==> src/rtl/sram_port_arbiter_pkg.sv <==
// rtl/sram_port_arbiter_pkg.sv - shared types and port indices for the SRAM port arbiter
package sram_port_arbiter_pkg;

    localparam int SRAM_AW = 10;
    localparam int SRAM_DW = 32;
    localparam int SRAM_BW = SRAM_DW / 8;

    localparam logic PortProg = 1'b0;
    localparam logic PortBus  = 1'b1;

    typedef struct packed {
        logic               we;
        logic [SRAM_BW-1:0] be;
        logic [SRAM_AW-1:0] addr;
        logic [SRAM_DW-1:0] wdata;
    } sram_req_t;

    typedef struct packed {
        logic               rvalid;
        logic [SRAM_DW-1:0] rdata;
    } sram_rsp_t;

endpackage

==> src/rtl/sram_rsp_pipe.sv <==
// rtl/sram_rsp_pipe.sv - single-stage response register routing rvalid/rdata to the issuing port
module sram_rsp_pipe
    import sram_port_arbiter_pkg::*;
(
    input  logic               clk_i,
    input  logic               rst_i,
    input  logic               accept_i,
    input  logic               port_i,
    input  logic               is_write_i,
    input  logic [SRAM_DW-1:0] mem_rdata_i,
    output sram_rsp_t          rsp0_o,
    output sram_rsp_t          rsp1_o
);

    logic valid_q, valid_d;
    logic port_q, port_d;
    logic wr_q, wr_d;
    logic [SRAM_DW-1:0] rsp_data;

    always_comb begin
        valid_d = accept_i;
        port_d  = port_q;
        wr_d    = wr_q;
        if (accept_i) begin
            port_d = port_i;
            wr_d   = is_write_i;
        end
    end

    always_ff @(posedge clk_i or posedge rst_i) begin
        if (rst_i) begin
            valid_q <= 1'b0;
            port_q  <= PortProg;
            wr_q    <= 1'b0;
        end else begin
            valid_q <= valid_d;
            port_q  <= port_d;
            wr_q    <= wr_d;
        end
    end

    // Write acks carry zero data; the macro output is only meaningful after a read.
    always_comb begin
        rsp0_o   = '0;
        rsp1_o   = '0;
        rsp_data = (valid_q && !wr_q) ? mem_rdata_i : '0;
        if (valid_q) begin
            if (port_q == PortBus) begin
                rsp1_o.rvalid = 1'b1;
                rsp1_o.rdata  = rsp_data;
            end else begin
                rsp0_o.rvalid = 1'b1;
                rsp0_o.rdata  = rsp_data;
            end
        end
    end

endmodule

==> src/rtl/sram_port_arbiter.sv <==
// rtl/sram_port_arbiter.sv - two-port fixed-priority arbiter with starvation guard for one DFFRAM macro
module sram_port_arbiter
    import sram_port_arbiter_pkg::*;
#(
    parameter int AW         = SRAM_AW,
    parameter int DW         = SRAM_DW,
    parameter int StallLimit = 4,
    parameter int CntW       = 16
) (
    input  logic            clk_i,
    input  logic            rst_i,
    input  logic            prio_lock_i,
    input  logic            p0_req_i,
    input  logic            p0_we_i,
    input  logic [DW/8-1:0] p0_be_i,
    input  logic [AW-1:0]   p0_addr_i,
    input  logic [DW-1:0]   p0_wdata_i,
    output logic            p0_gnt_o,
    output logic            p0_rvalid_o,
    output logic [DW-1:0]   p0_rdata_o,
    input  logic            p1_req_i,
    input  logic            p1_we_i,
    input  logic [DW/8-1:0] p1_be_i,
    input  logic [AW-1:0]   p1_addr_i,
    input  logic [DW-1:0]   p1_wdata_i,
    output logic            p1_gnt_o,
    output logic            p1_rvalid_o,
    output logic [DW-1:0]   p1_rdata_o,
    output logic            mem_en_o,
    output logic [DW/8-1:0] mem_we_o,
    output logic [AW-1:0]   mem_addr_o,
    output logic [DW-1:0]   mem_wdata_o,
    input  logic [DW-1:0]   mem_rdata_i,
    output logic [CntW-1:0] conflict_cnt_o
);

    localparam logic [3:0] STALL_LIM = 4'(StallLimit);

    logic [3:0]      stall_q, stall_d;
    logic [CntW-1:0] conflict_q, conflict_d;
    logic            gnt0, gnt1;
    sram_req_t       p0_req, p1_req, sel;
    sram_rsp_t       rsp0, rsp1;

    assign p0_req = '{we: p0_we_i, be: p0_be_i, addr: p0_addr_i, wdata: p0_wdata_i};
    assign p1_req = '{we: p1_we_i, be: p1_be_i, addr: p1_addr_i, wdata: p1_wdata_i};

    // Grants are forced low while reset is asserted so the macro sees no access.
    always_comb begin
        gnt0 = 1'b0;
        gnt1 = 1'b0;
        if (rst_i) begin
            gnt0 = 1'b0;
        end else if (prio_lock_i) begin
            gnt0 = p0_req_i;
        end else if (p0_req_i && p1_req_i) begin
            if (stall_q >= STALL_LIM) begin
                gnt1 = 1'b1;
            end else begin
                gnt0 = 1'b1;
            end
        end else begin
            gnt0 = p0_req_i;
            gnt1 = p1_req_i;
        end
    end

    always_comb begin
        sel = '0;
        if (gnt1) begin
            sel = p1_req;
        end else if (gnt0) begin
            sel = p0_req;
        end
        mem_en_o    = gnt0 | gnt1;
        mem_addr_o  = sel.addr;
        mem_wdata_o = sel.wdata;
        mem_we_o    = sel.we ? sel.be : '0;
    end

    // Stall count keeps running under lock so the bus side wins right after release.
    always_comb begin
        stall_d = 4'd0;
        if (p1_req_i && !gnt1) begin
            stall_d = (stall_q == 4'hF) ? stall_q : stall_q + 4'd1;
        end
        conflict_d = conflict_q;
        if (p0_req_i && p1_req_i && (conflict_q != {CntW{1'b1}})) begin
            conflict_d = conflict_q + CntW'(1);
        end
    end

    always_ff @(posedge clk_i or posedge rst_i) begin
        if (rst_i) begin
            stall_q    <= 4'd0;
            conflict_q <= '0;
        end else begin
            stall_q    <= stall_d;
            conflict_q <= conflict_d;
        end
    end

    sram_rsp_pipe u_rsp_pipe (
        .clk_i      (clk_i),
        .rst_i      (rst_i),
        .accept_i   (mem_en_o),
        .port_i     (gnt1 ? PortBus : PortProg),
        .is_write_i (sel.we),
        .mem_rdata_i(mem_rdata_i),
        .rsp0_o     (rsp0),
        .rsp1_o     (rsp1)
    );

    assign p0_gnt_o       = gnt0;
    assign p1_gnt_o       = gnt1;
    assign p0_rvalid_o    = rsp0.rvalid;
    assign p0_rdata_o     = rsp0.rdata;
    assign p1_rvalid_o    = rsp1.rvalid;
    assign p1_rdata_o     = rsp1.rdata;
    assign conflict_cnt_o = conflict_q;

endmodule

==> config.mk <==
export PLATFORM = sky130hd
export DESIGN_NAME = sram_port_arbiter
export DESIGN_NICKNAME = d
export VERILOG_FILES = /design/src/rtl/sram_port_arbiter_pkg.sv /design/src/rtl/sram_rsp_pipe.sv /design/src/rtl/sram_port_arbiter.sv
export SDC_FILE = /design/constraint.sdc
export NUM_CORES = 1
export LEC_CHECK = 0
export CORE_MARGIN = 8
export CORE_UTILIZATION = 26
export CTS_CLUSTER_DIAMETER = 50
export DETAILED_ROUTE_END_ITERATION = 12
export GPL_TIMING_DRIVEN = 0
export PLACE_DENSITY = 0.89
export SLEW_MARGIN = 20
export SYNTH_ARGS = -nofsm -noshare
export SYNTH_HDL_FRONTEND = slang
export SYNTH_SLANG_ARGS = --single-unit
==> constraint.sdc <==
create_clock -name clk_i -period 2.5 [get_ports clk_i]
set_clock_uncertainty 0.05 [all_clocks]
set_input_delay 0.5 -clock clk_i [delete_from_list [all_inputs] [get_ports clk_i]]
set_output_delay 0.5 -clock clk_i [all_outputs]
set_load 0.03 [all_outputs]
After elaboration in Yosys (flattened, before gate mapping)
Cells that the tools add are included.
- register bits after elaboration: 23
- output and inout port bits: 131
- logic and storage cells: 37
- add/sub/neg operators: 2
- order comparisons: 1
- eq/ne operators: 3
- muxes and demuxes: 19
- bitwise operators: 1
- reductions and logical operators: 6
- operator list (kind ; count):
    two-way mux 33 bit ; 4
    two-way mux 47 bit ; 2
    two-way mux 32 bit ; 1
    adder 16 x 1 -> 16 bit (second input constant) ; 1
    inequality test 16 bit (second input constant) ; 1
    two-way mux 4 bit ; 3
    two-way mux 1 bit ; 9
    adder 4 x 1 -> 4 bit (second input constant) ; 1
    equality test 4 bit (second input constant) ; 1
    >= comparator 4 x 3 -> 1 bit (second input constant) ; 1
    logical AND 1 bit ; 4
    zero test 1 bit ; 2
    inequality test 2 bit (second input constant) ; 1
    OR 1 bit ; 1

Logic depth before layout (Yosys ltp)
- word-level depth: 8
- mapped depth: 5
- depth with buffers taken out: 5

Modules after synthesis
A second synthesis with hierarchy kept.
- cells, all modules: 295
- area total of the unflattened synthesis: 2800.2 µm²
- by module, submodules not included (module ; instances ; cells an instance ; area an instance (µm²) ; sequential area each (µm²)):
    sram_port_arbiter ; 1 ; 202 ; 1859.3 ; 500.5
    sram_rsp_pipe ; 1 ; 93 ; 940.9 ; 75.1

Worst setup path after synthesis
Ideal clock, no wire load.
- path kind: input to output
- from: input rst_i
- to: output mem_addr_o[2]
- arrival time: 2060 ps
- data required time: 1950 ps
- path slack: -110 ps
- stages: 5
- path buffers: 2
- path through: inv_1 > o211a_1 > buf_2 > buf_2 > a22o_1
- longest elaborated chain between the ends: 3
- elaborated cells between the ends (all ways): 4
- RTL lines (element ; RTL line ; source):
    from (decl) ; sram_port_arbiter.sv:11 ; input logic rst_i,
    two-way mux 1 bit ; sram_port_arbiter.sv:52 ; if (rst_i) begin
    net p0_gnt_o ; sram_port_arbiter.sv:18 ; output logic p0_gnt_o,
    two-way mux 47 bit ; sram_port_arbiter.sv:72 ; end else if (gnt0) begin
    two-way mux 47 bit ; sram_port_arbiter.sv:70 ; if (gnt1) begin
    to (decl) ; sram_port_arbiter.sv:31 ; output logic [AW-1:0] mem_addr_o,
The timed path passes the listed nets, and every way through them passes these cells.

Worst setup path after layout
- from: register stall_q[2]
- to: output mem_en_o
- longest elaborated chain between the ends: 6
- elaborated cells between the ends (all ways): 10
- RTL lines (element ; RTL line ; source):
    from (decl) ; sram_port_arbiter.sv:39 ; logic [3:0] stall_q, stall_d;
    from (signal assigned) ; sram_port_arbiter.sv:98 ; stall_q <= stall_d;
    >= comparator 4 x 3 -> 1 bit (*) ; sram_port_arbiter.sv:57 ; if (stall_q >= STALL_LIM) begin
    two-way mux 1 bit ; sram_port_arbiter.sv:57 ;
    two-way mux 1 bit ; sram_port_arbiter.sv:56 ; end else if (p0_req_i && p1_req_i) begin
    two-way mux 1 bit ; sram_port_arbiter.sv:54 ; end else if (prio_lock_i) begin
    two-way mux 1 bit ; sram_port_arbiter.sv:52 ;
    OR 1 bit (*) ; sram_port_arbiter.sv:75 ; mem_en_o = gnt0 | gnt1;
    to (decl) ; sram_port_arbiter.sv:29 ; output logic mem_en_o,
Mark *: on every way between the ends. The rest lies on a longest branch, timed or not.

==> results.json <==
{
  "cts_sinks": 23,
  "wire_per_inst_um": 21.09,
  "io_pins": 262,
  "swShare_pct": 42.05,
  "wirelength_mm": 12.93,
  "grt-ovfl-total": 0,
  "crit_path_start_kind": "flip-flop",
  "power.internal_w": 0.001044,
  "slowest_delay_ns": 0.45,
  "netlist_instances": 238,
  "instances_no_fill": 613,
  "worstPathArrival_ns": 1.89,
  "rows": 32,
  "multi_input_area_um2": 1449,
  "drt-vias-per-instance": 4.909,
  "utilization_pct": 60.85,
  "outcome": "completed",
  "clkPwrFrac_pct": 12.7,
  "p_leak_nw": 2.316,
  "maxSlewViolCount": 0,
  "pwr-share-seq_pct": 29.5,
  "grt_max_degree": 14,
  "die_area_um2": 11070,
  "cp_slowest_cell": "dfrtp_1",
  "place_inst": 601,
  "ys_top_cells_by_area": "dfrtp_1, and2_1, a22o_1",
  "track_usage_pct": 21.32,
  "layout_commonest_cell": "clkdlybuf4s50_1",
  "cp_common_cell": "buf_4",
  "combPwrFrac_pct": 57.8,
  "relSlewSlack_pct": 62.87,
  "fmax_mhz": 410.3,
  "post-route-period-util_pct": 97.49,
  "n_fill_cell": 659,
  "synth_cell_type_count": 43,
  "hold_ws_ns": 0.4807,
  "num_antenna_cells": 0,
  "layout_common_cells": "clkdlybuf4s50_1, and2_1, a22o_1",
  "synth.avg_cell_area_um2": 8.695,
  "cp_cell_sequence": "nor2_2 > a211oi_4 > buf_4 > buf_4 > or2_2 > buf_2",
  "power_w": 0.001802,
  "grt_pass1_wl_mm": 19.02,
  "hold_viol": 0,
  "crit_type": "reg -> out",
  "gp_congestion": 0.8493,
  "yosysTopAreaCellShare_pct": 27.81,
  "synth_area_leader_cell": "dfrtp_1",
  "path_clk_slew_ns": 0.08,
  "die_y_um": 105.2,
  "top_usage_layer": "met2",
  "core_area_um2": 7727,
  "seq_area_um2": 575.6,
  "power_switching_w": 0.0007578,
  "endpoint_kind": "output pin",
  "grt_use_met3_pct": 9.074,
  "hold_path_class": "reg -> reg",
  "finalSetupViolCount": 0,
  "use_met2_pct": 38.53,
  "layout-drive-gt1-share_pct": 23.48,
  "dp_worst_setup_slack_ns": -1.239,
  "cap_violations": 0,
  "powerDensity_nw_per_um2": 383.2,
  "max_slew.worst_pin.slew_ns": 0.5539,
  "io_buffer_count": 261,
  "dp_hpwl_mm": 11.10,
  "num_vias": 3009,
  "irDropWorstVdd_mv": 0.5100,
  "start_util_pct": 26.78,
  "clkLatencyLatePin_ns": 0.26,
  "cts_tree": "done",
  "nets": 645,
  "antenna_left": 0,
  "drc_errors": 0,
  "cts-root-buf": "clkbuf_8",
  "grt_use_met1_pct": 22.77,
  "worst_slack_ns": 0.06263,
  "netlist_area_um2": 2069,
  "drt_iter0_markers": 66,
  "syn_to_final_growth_pct": 127.2,
  "htreeDepth": 1,
  "period_needed_ns": 2.437,
  "die_x_um": 105.2,
  "cp_max_fo": 10,
  "syn_nets": 371,
  "grt_pass1_vias": 3158,
  "seq_area_frac_synth_pct": 27.81,
  "crit_family": "simple AND/OR/NAND/NOR gates",
  "synth-seq-cells": 23,
  "cts_max_path_buffers": 2,
  "rrSetupSlack_ns": 0.60,
  "path_buf_inv": 3,
  "drt_first_pass_iters": 4,
  "grt_antenna_before_repair": 0,
  "ys_warn_count": 0,
  "cts_buffers": 3,
  "crit_required_ns": 1.95
}
-- per-stage QoR --
step	area, um^2	TNS, ns
2_1_floorplan	2073	0
3_3_place_gp	4813	-53.64
3_5_place_dp	4813	-56.82
4_1_cts	4730	-0.002812
5_1_grt	4702	-0.02004
6_report	4702	0
-- routing by layer --
layer / vias up / routed length [um]
li1: 1426 / -
met1: 1407 / 4952
met2: 166 / 6607
met3: 10 / 1215
met4: 0 / 154
met5: - / 0
-- cells in the mapped netlist, drive strengths merged --
cell type / instances
and3: 1
nand2b: 2
nand4b: 1
dfrtp: 23
nor4b: 1
a22o: 42
nand2: 7
or4: 1
a211oi: 1
and4: 2
nor2: 9
o21a: 2
a21oi: 1
o21ai: 1
o21bai: 1
nand3: 9
nor4: 3
buf: 9
inv: 3
ha: 2
xor2: 6
nand4: 6
nor3: 4
a32o: 4
nor2b: 3
a31oi: 4
o211a: 1
a41oi: 1
nor3b: 2
or3: 1
and2: 68
or2: 1
mux2i: 2
mux2: 3
xnor2: 4
clkbuf: 7
-- power by group through the flow --
stage	clock, W	sequential, W	combinational (W)
after floorplan	0	0.000626	0.000403
after global placement	0	0.000530	0.00106
after detailed placement	0	0.000534	0.00107
after CTS	0.000235	0.000528	0.00104
after global routing	0.000255	0.000545	0.00110
final	0.000230	0.000531	0.00104
-- area by class of cell --
type | instances | share of cell area, %
Sequential cell | 23 | 12.24
Timing Repair inverter | 1 | 0.1064
Tap cell | 102 | 2.714
Buffer | 15 | 2.608
Multi-Input combinational cell | 196 | 30.81
Clock inverter | 1 | 0.1064
Timing Repair Buffer | 269 | 50.21
Inverter | 3 | 0.3193
Clock buffer | 3 | 0.8781
-- registers in the layout (all words and copies together) (netlist names) --
signal,flops
u_rsp_pipe.wr_q,1
stall_q,4
conflict_cnt_o,16
u_rsp_pipe.valid_q,1
u_rsp_pipe.port_q,1
-- worst reg2reg max path, delay by kind of cell (launching register included) --
family / cells / cell delay [ns]
and+or+nand+nor: 3 / 0.82
adders and majority gates: 1 / 0.21
muxes: 1 / 0.31
DFF: 1 / 0.41
-- cells by family (layout without fill, tap and decap cells) --
family / count (synthesis) / after routing / synth area share, %
adder cells (fa/ha/maj): 2 / 2 / 1.209
AO/OA/AOI/OAI: 58 / 58 / 24.00
XOR/XNOR: 10 / 10 / 4.232
multiplexers: 5 / 5 / 2.781
AND/OR/NAND/NOR: 121 / 121 / 36.10
flip-flops: 23 / 23 / 27.81
buffers and inverters: 19 / 292 / 3.870
-- path summary, 6_finish.rpt --
path,end,depth (start not counted),startpoint
max in group asynchronous,conflict_cnt_o[14]$_DFFE_PP0P_,2,rst_i
min,conflict_cnt_o[0]$_DFFE_PP0P_,1,conflict_cnt_o[0]$_DFFE_PP0P_
min in group asynchronous,conflict_cnt_o[5]$_DFFE_PP0P_,2,rst_i
max reg2reg,conflict_cnt_o[1]$_DFFE_PP0P_,5,conflict_cnt_o[0]$_DFFE_PP0P_
max,mem_en_o,6,stall_q[2]$_DFFE_PP0P_
min reg2reg,conflict_cnt_o[0]$_DFFE_PP0P_,1,conflict_cnt_o[0]$_DFFE_PP0P_
-- what timing repair did --
item | 4_1_cts | 5_1_grt
gates resized for setup | 353 | 75
setup buffers | 5 | 2
cloned | 1 | 1
setup endpoints to repair | 111 | 107
hold buffers | 0 | 0
pin swaps | 1 | 2
(Power assumes the default switching activity.)
